$ cat src/rtl/uart_tx_sched.sv
// Round-robin UART transmit scheduler: arbitrates NUM_REQ sources
// onto one serial line and frames each byte on divider baud ticks.
module uart_tx_sched #(
  parameter int NUM_REQ   = 4,
  parameter int DATA_W    = 8,
  parameter int STOP_BITS = 1,
  parameter int ID_W      = 3
) (
  input  logic                      clk,
  input  logic                      rst,
  input  logic                      baud_en,
  input  logic [NUM_REQ-1:0]        req,
  input  logic [NUM_REQ*DATA_W-1:0] data,
  output logic [NUM_REQ-1:0]        gnt,
  output logic [ID_W-1:0]           cur_id,
  output logic                      busy,
  output logic                      tx,
  output logic                      done
);

  localparam int CW = $clog2(DATA_W) + 1;

  typedef enum logic [2:0] {
    IDLE,
    SYNC,
    START,
    DATA,
    STOP
  } state_t;

  state_t              state;
  logic [ID_W-1:0]     ptr;
  logic [CW-1:0]       bitcnt;
  logic [1:0]          stopcnt;
  logic [DATA_W-1:0]   shift;

  logic [ID_W-1:0]     sel;
  logic [NUM_REQ-1:0]  onehot;
  logic [DATA_W-1:0]   slice;
  logic [ID_W-1:0]     nxt_ptr;
  logic                hit;
  int                  idx;

  // first requester at or above ptr, wrapping around
  always_comb begin
    sel = '0;
    hit = 1'b0;
    idx = 0;
    for (int k = 0; k < NUM_REQ; k++) begin
      idx = int'(ptr) + k;
      if (idx >= NUM_REQ)
        idx = idx - NUM_REQ;
      if (!hit && req[idx]) begin
        hit = 1'b1;
        sel = ID_W'(idx);
      end
    end
  end

  assign onehot  = NUM_REQ'(1) << sel;
  assign slice   = data[int'(sel)*DATA_W +: DATA_W];
  assign nxt_ptr = (cur_id == ID_W'(NUM_REQ-1))
                 ? '0 : cur_id + 1'b1;

  always_ff @(posedge clk or posedge rst) begin
    if (rst) begin
      state   <= IDLE;
      ptr     <= '0;
      bitcnt  <= '0;
      stopcnt <= '0;
      shift   <= '0;
      tx      <= 1'b1;
      gnt     <= '0;
      busy    <= 1'b0;
      done    <= 1'b0;
      cur_id  <= '0;
    end else begin
      gnt  <= '0;
      done <= 1'b0;
      unique case (state)
        IDLE: begin
          if (|req) begin
            gnt    <= onehot;
            shift  <= slice;
            cur_id <= sel;
            busy   <= 1'b1;
            state  <= SYNC;
          end
        end
        SYNC: begin
          if (baud_en) begin
            tx    <= 1'b0;
            state <= START;
          end
        end
        START: begin
          if (baud_en) begin
            tx     <= shift[0];
            shift  <= shift >> 1;
            bitcnt <= '0;
            state  <= DATA;
          end
        end
        DATA: begin
          if (baud_en) begin
            if (bitcnt == CW'(DATA_W-1)) begin
              tx      <= 1'b1;
              stopcnt <= '0;
              state   <= STOP;
            end else begin
              tx     <= shift[0];
              shift  <= shift >> 1;
              bitcnt <= bitcnt + 1'b1;
            end
          end
        end
        STOP: begin
          if (baud_en) begin
            if (stopcnt == 2'(STOP_BITS-1)) begin
              done  <= 1'b1;
              busy  <= 1'b0;
              ptr   <= nxt_ptr;
              state <= IDLE;
            end else begin
              stopcnt <= stopcnt + 1'b1;
            end
          end
        end
        default: state <= IDLE;
      endcase
    end
  end

endmodule

$ cat config.mk
export PLATFORM = sky130hd
export DESIGN_NAME = uart_tx_sched
export DESIGN_NICKNAME = d
export VERILOG_FILES = /design/src/rtl/uart_tx_sched.sv
export SDC_FILE = /design/constraint.sdc
export NUM_CORES = 1
export LEC_CHECK = 0
export ABC_AREA = 1
export BUFFER_PORTS_ARGS = -buffer_cell sky130_fd_sc_hd__buf_2
export CAP_MARGIN = 20
export CORE_ASPECT_RATIO = 0.8
export CORE_MARGIN = 2
export CORE_UTILIZATION = 40
export CTS_CLUSTER_DIAMETER = 30
export DETAILED_ROUTE_END_ITERATION = 12
export SLEW_MARGIN = 0
export SYNTH_ARGS = -nofsm -noshare
export SYNTH_HDL_FRONTEND = slang
export SYNTH_SLANG_ARGS = --single-unit
$ cat constraint.sdc
create_clock -name clk -period 2.4 [get_ports clk]
set_input_delay 0.24 -clock clk [delete_from_list [all_inputs] [get_ports clk]]
set_output_delay 0.24 -clock clk [all_outputs]
set_load 0.05 [all_outputs]
Word-level counts from Yosys, hierarchy flattened
Index checks and enable logic that the tools add are counted.
{ "word_totals": {"ff_bits": 30, "latchBits": 0, "ramBits": 0, "romBits": 0, "input_bits": 39, "output_inout_bits": 10, "elab_cells": 127, "memories": 0} }
{ "op_classes": {"n_addsub": 10, "mul": 0, "div": 0, "magnitude_cmp": 8, "n_eq_ne": 15, "shifts": 2, "muxes": 60, "bitwise_logic": 0, "reduce_logical": 22} }
{ "op_table": {"columns": ["cell", "count"], "rows": [
  ["32-bit by 4-bit < comparator with 1-bit output, second input constant", 4],
  ["32-bit 2-to-1 mux", 4],
  ["3-bit 2-to-1 mux", 12],
  ["8-bit 2-to-1 mux", 4],
  ["32-bit by 7-bit indexed part select with 8-bit output", 1],
  ["8-bit one-hot mux with 3 select lines", 1],
  ["1-bit 2-to-1 mux", 21],
  ["4-bit 2-to-1 mux", 5],
  ["2-bit inequality test, second input constant", 9],
  ["3-bit one-hot mux with 5 select lines", 1],
  ["4-bit by 3-bit subtractor with 5-bit output, second input constant", 3],
  ["4-bit by 3-bit >= comparator with 1-bit output, second input constant", 3],
  ["4-bit AND reduction", 3],
  ["5-bit AND reduction", 2],
  ["3-bit by 2-bit equality test with 1-bit output, second input constant", 3],
  ["3-bit by 2-bit adder with 4-bit output, second input constant", 2],
  ["1-bit binary-select mux with 2-bit select", 4],
  ["2-bit 2-to-1 mux", 4],
  ["4-bit one-hot mux with 2 select lines", 1],
  ["7-bit AND reduction", 1],
  ["2-bit nonzero test", 3],
  ["3-bit nonzero test", 2],
  ["3-bit by 1-bit adder with 4-bit output, second input constant", 1],
  ["4-bit by 1-bit adder with 4-bit output, second input constant", 1],
  ["other kinds (18)", 22]
]} }

Longest topological paths before layout
{ "logic_depth": {"ltp_word": 18, "mapped_depth": 18, "mapped_depth_nobuf": 16} }

Least setup slack after synthesis
OpenSTA, ideal clock, no wires.
{ "synth_timing": {"path_kind": "reg2reg", "startpoint": "reg ptr[0]", "endpoint": "reg shift[7]", "setup_ns": 0.117, "arrival_ns": 1.927, "t_required_ns": 2.283, "slack_ns": 0.356, "stages_incl_launch_ff": 18, "path_buffers": 2, "period_less_slack_ns": 2.044, "path_cell_list": "dfrtp_1 buf_6 inv_8 ha_1 inv_2 nand3_2 nand2_4 nor2_2 nand2_2 nand3_2 nand2_2 buf_4 nand2_1 nand2_1 nand2_1 nand3_1 nand2_1 nand2_1"} }
{ "synth_between": {"elab_chain_cells": 18, "elab_cells_between_ends": 43, "classes_between": "add/sub (7); order compare (4); shift (1); mux (25); reduce/logical (6)"} }
{ "synth_rtl": {"columns": ["item", "line", "source"], "rows": [
  ["start: declaration", "32", "logic [ID_W-1:0] ptr;"],
  ["start signal: assignment", "122", "ptr <= nxt_ptr;"],
  ["parallel branches: the longest is 14 deep, another holds 4-bit by 3-bit subtractor with 5-bit output", null, null],
  ["3-bit 2-to-1 mux (*)", "53", "if (!hit && req[idx]) begin"],
  ["32-bit by 7-bit indexed part select with 8-bit output (*)", "61", "assign slice = data[int'(sel)*DATA_W +: DATA_W];"],
  ["8-bit 2-to-1 mux (*)", "82", "if (|req) begin"],
  ["8-bit one-hot mux with 3 select lines (*)", "80", "unique case (state)"],
  ["end signal: assignment", "84", "shift <= slice;"],
  ["end signal: assignment", "99", "shift <= shift >> 1;"],
  ["end signal: assignment", "112", "shift <= shift >> 1;"],
  ["end: declaration", "35", "logic [DATA_W-1:0] shift;"]
]} }
Every way passes the cells marked *. The select of a mux whose other input is x is not followed.
A chain may end at the register's enable or synchronous reset.

Final worst setup path
{ "layout_timing": {"startpoint": "reg ptr[0]", "endpoint": "reg gnt[0]"} }
{ "layout_between": {"elab_chain_cells": 18, "elab_cells_between_ends": 43, "classes_between": "add/sub (7); order compare (4); shift (1); mux (25); reduce/logical (6)"} }
{ "layout_rtl": {"columns": ["item", "line", "source"], "rows": [
  ["parallel branches: the longest is 14 deep, another holds 4-bit by 3-bit subtractor with 5-bit output", null, null],
  ["3-bit 2-to-1 mux (*)", "53", null],
  ["1-bit by 3-bit << shifter with 4-bit output (*)", "60", "assign onehot = NUM_REQ'(1) << sel;"],
  ["4-bit 2-to-1 mux (*)", "82", null],
  ["4-bit 2-to-1 mux (*)", "80", null],
  ["end signal: assignment", "83", "gnt <= onehot;"],
  ["end: declaration", "14", "output logic [NUM_REQ-1:0] gnt,"]
]} }
Marked as above.

==> impl_metrics.xml <==
<?xml version="1.0" encoding="UTF-8"?>
<metrics>
  <group name="logic_synthesis">
    <metric name="synthCells" unit="">303</metric>
    <metric name="synth-xor-area-share" unit="">0.00402</metric>
    <metric name="synth_edf_count" unit="">0</metric>
    <metric name="mux_contribution_to_synthesized_area" unit="">0</metric>
    <metric name="post_synth_num_cell_types" unit="">35</metric>
    <metric name="yosys.area_share.simple" unit="">0.414</metric>
    <metric name="syn_area_per_cell" unit="um^2">7.19</metric>
    <metric name="sequential_cell_area_fraction_in_the_yosys_report" unit="">0.345</metric>
    <metric name="mappedNetlistNets" unit="">347</metric>
    <metric name="synth.top_cells.by_area" unit="">dfrtp_1 33%, nand2_1 17%, nand3_1 6.9%</metric>
    <metric name="cell_taking_the_most_area_after_synthesis" unit="">dfrtp_1</metric>
    <metric name="synthFlopType" unit="">dfrtp_1</metric>
    <metric name="synth_top_family_by_area" unit="">simple AND/OR/NAND/NOR gates</metric>
    <metric name="top_count_cell_post_synth" unit="">nand2_1</metric>
    <metric name="syn_area" unit="mm^2">0.00218</metric>
    <metric name="synth_compound_area_frac" unit="">0.118</metric>
    <metric name="async_reset_ff_frac" unit="">1.00</metric>
    <metric name="synth-seq-cells" unit="">30</metric>
    <metric name="synth_fa_ha_area_frac" unit="">0.0287</metric>
    <metric name="synth-warning-count" unit="">0</metric>
    <metric name="synth.top_cell.area_share" unit="">0.333</metric>
    <metric name="synth_common_cells" unit="">97 x nand2_1, 30 x nand3_1, 29 x dfrtp_1</metric>
  </group>
  <group name="job">
    <metric name="timing.max_cap.violations" unit="">0</metric>
  </group>
  <group name="drt">
    <metric name="wl" unit="um">4930</metric>
    <metric name="antenna_left" unit="">0</metric>
    <metric name="vias" unit="">2069</metric>
    <metric name="detail_route.drc_violations" unit="">0</metric>
    <metric name="vias_per_cell" unit="">4.90</metric>
    <metric name="detailed_route_wire_length_per_cell" unit="um">11.7</metric>
    <metric name="drtPass1Iterations" unit="">4</metric>
    <metric name="drt_iter0_markers" unit="">86</metric>
  </group>
  <group name="finish">
    <metric name="fillerInstances" unit="">530</metric>
    <metric name="layout-drive-gt1-share" unit="">0.303</metric>
    <metric name="finish.cell_count_without_fillers" unit="">422</metric>
    <metric name="final_core_util" unit="">0.513</metric>
    <metric name="diodes" unit="">0</metric>
    <metric name="stdcell_area" unit="mm^2">0.00263</metric>
    <metric name="finalNetCount" unit="">403</metric>
    <metric name="area_growth_syn_to_layout" unit="%">20.7</metric>
  </group>
  <group name="floorplanning">
    <metric name="placementRows" unit="">23</metric>
    <metric name="pin_count" unit="">49</metric>
    <metric name="dieWidth" unit="um">86.5</metric>
    <metric name="initial_core_util" unit="">0.425</metric>
    <metric name="core-area" unit="mm^2">0.00512</metric>
    <metric name="dieHeight" unit="um">70.0</metric>
    <metric name="design.die.area" unit="mm^2">0.00605</metric>
  </group>
  <group name="placed_design">
    <metric name="dpl.hpwl" unit="um">3810</metric>
    <metric name="placed_area" unit="mm^2">0.00249</metric>
    <metric name="detailedPlace.worstSlack" unit="ns">0.192</metric>
    <metric name="placed_cells_incl_taps" unit="">413</metric>
    <metric name="routabilityCongestion" unit="">0.850</metric>
    <metric name="port_buffers" unit="">48</metric>
  </group>
  <group name="hold_path">
    <metric name="timing.hold.worst.class" unit="">in2reg</metric>
    <metric name="min_from" unit="">data[31]</metric>
    <metric name="whs_endpoint" unit="">shift[7]</metric>
    <metric name="hold_depth" unit="">5</metric>
  </group>
  <group name="critical_path">
    <metric name="worst-r2r-cell-count" unit="">13</metric>
    <metric name="critPathKind" unit="">reg2reg</metric>
    <metric name="setup.worst_path.end_class" unit="">flop</metric>
    <metric name="crit_path_start_kind" unit="">flop</metric>
    <metric name="timing.rr.start" unit="">ptr[0]</metric>
    <metric name="critical_path.cell_chain" unit="">inv_8 &gt; ha_1 &gt; inv_2 &gt; nand3_2 &gt; nand2_4 &gt; nand3_2 &gt; clkinv_1 &gt; nand2_1 &gt; nand3b_1 &gt; o21ai_1 &gt; nor2_2 &gt; inv_2 &gt; nor3_1</metric>
    <metric name="critical_path.slowest_cell" unit="">dfrtp_1</metric>
    <metric name="timing.critical_path.max_delay_family" unit="">simple AND/OR/NAND/NOR gates</metric>
    <metric name="critPathArrivalTime" unit="ns">2.40</metric>
    <metric name="crit_fanout" unit="">5</metric>
    <metric name="startpoint" unit="">ptr[0]</metric>
    <metric name="rrSetupSlack" unit="ns">0.17</metric>
    <metric name="crit-reg2reg-capture" unit="">gnt[0]</metric>
    <metric name="worstPathRequired" unit="ns">2.57</metric>
    <metric name="crit_buf_inv" unit="">4</metric>
    <metric name="max_stage_delay" unit="ns">0.44</metric>
    <metric name="critical_path_stages" unit="">13</metric>
  </group>
  <group name="timing">
    <metric name="max_freq" unit="MHz">449</metric>
    <metric name="timing.setup.tns" unit="ns">0</metric>
    <metric name="slew_violations" unit="">0</metric>
    <metric name="setup_slack" unit="ns">0.174</metric>
    <metric name="finalCritPeriodShare" unit="">0.928</metric>
    <metric name="timing.final.hold_violations" unit="">0</metric>
    <metric name="timing.final.setup_violations" unit="">0</metric>
    <metric name="timing.max_slew.rel_slack" unit="">0.599</metric>
    <metric name="tightestPinTransition" unit="ns">0.596</metric>
    <metric name="timing.final.crit_period" unit="ns">2.23</metric>
    <metric name="final.setup_skew" unit="ns">0.0132</metric>
    <metric name="fin_hold_ws" unit="ns">0.310</metric>
  </group>
  <group name="grt">
    <metric name="grt_first_pass_wirelength" unit="um">8780</metric>
    <metric name="largest_net_degree_at_the_start_of_global_routing" unit="">21</metric>
    <metric name="grt_usage" unit="">0.180</metric>
    <metric name="antenna_found_initial" unit="">0</metric>
    <metric name="grt_remaining_overflow" unit="">0</metric>
    <metric name="first_global_vias" unit="">1892</metric>
  </group>
  <group name="cts">
    <metric name="clkSlewWorstSetupHoldPaths" unit="ns">0.07</metric>
    <metric name="cts.path.max_buffers" unit="">2</metric>
    <metric name="clock-root-buffer" unit="">clkbuf_8</metric>
    <metric name="cts_inserted_buffers" unit="">5</metric>
    <metric name="total_clock_sinks" unit="">30</metric>
    <metric name="cts.htree.levels" unit="">2</metric>
    <metric name="clk_latency" unit="ns">0.29</metric>
    <metric name="post_cts.repair.setup_buffers" unit="">0</metric>
    <metric name="tritoncts_clock_tree" unit="">built</metric>
  </group>
  <group name="power_and_ir_drop">
    <metric name="p_leak" unit="nW">1.39</metric>
    <metric name="total_power" unit="mW">4.50</metric>
    <metric name="pwr_density_cell" unit="mW/mm^2">1710</metric>
    <metric name="max-vdd-ir-drop" unit="V">0.000666</metric>
  </group>
  <group name="outcome">
    <metric name="status" unit="">finished clean</metric>
  </group>
</metrics>
-- repair_timing --
| item | 4_1_cts | 5_1_grt |
|---|---|---|
| hold buffers | 1 | 0 |
| hold endpoints to repair | 1 | 0 |
| endpoints found under the setup margin | 0 | 3 |
| resized for setup | 0 | 2 |
-- area by class of cell --
| type | instances | area (um^2) | area share |
|---|---|---|---|
| Clock buffer | 7 | 86.3 | 0.0328 |
| Clock inverter | 1 | 30.0 | 0.0114 |
| Inverter | 35 | 139 | 0.0528 |
| Multi-Input combinational cell | 231 | 1240 | 0.472 |
| Sequential cell | 30 | 752 | 0.286 |
| Tap cell | 62 | 77.6 | 0.0295 |
| Timing Repair Buffer | 56 | 303 | 0.115 |
-- cells in the final DEF (no fill, tap or decap), types with 2 or more instances in the layout --
cell	count
inv_2	10
nand2_4	8
o22ai_1	2
a21oi_2	7
ha_1	5
inv_1	23
buf_4	7
dfrtp_1	29
o21ai_0	14
a21oi_1	12
nand2_2	5
nand3_1	30
nor2_2	2
nor2_4	3
o21ai_2	2
nand2_1	97
nor2_1	23
clkbuf_8	6
buf_2	48
nand3_2	5
nor3_1	5
-- cell families after synthesis --
group                      after synthesis
AOI/OAI and AO/OA                       42
xor gates and xnor gates                 1
adders and majority gates                5
buffers and inverters                   42
DFF                                     30
and+or+nand+nor                        183
-- flip-flops by register name, summed over array words and instances (netlist names) --
register,flops
bitcnt,4
busy,1
state,3
tx,1
done,1
gnt,4
ptr,3
shift,8
stopcnt,2
cur_id,3
-- power breakdown --
part | switching, mW | total [mW] | internal, mW
clock | 0.203 | 0.542 | 0.338
combinational | 2.08 | 3.08 | 0.997
sequential | 0.139 | 0.876 | 0.737
-- tightest hold or removal path, stage by stage --
cell and delay (ns):
buf_2 0.08, nand3_1 0.06, nand3_1 0.08, nand2_1 0.04
nand2_1 0.04
-- metal layers --
layer / wire, um / share of wire / GRT usage
met3: 245 / 0.050 / 0.0426
met5: 0 / 0 / 0
met4: 49 / 0.0099 / 0.0417
met2: 2010 / 0.41 / 0.238
met1: 2630 / 0.53 / 0.289
-- worst max path at each step --
stage / slack, ns / endpoint
2_1_floorplan: 0.36 / shift[7]
3_3_place_gp: 0.21 / shift[0]
3_5_place_dp: 0.19 / shift[4]
4_1_cts: 0.17 / shift[4]
5_1_grt: -0.0009 / gnt[0]
6_report: 0.17 / gnt[0]
Note: power is estimated with default switching activity, not from simulation.
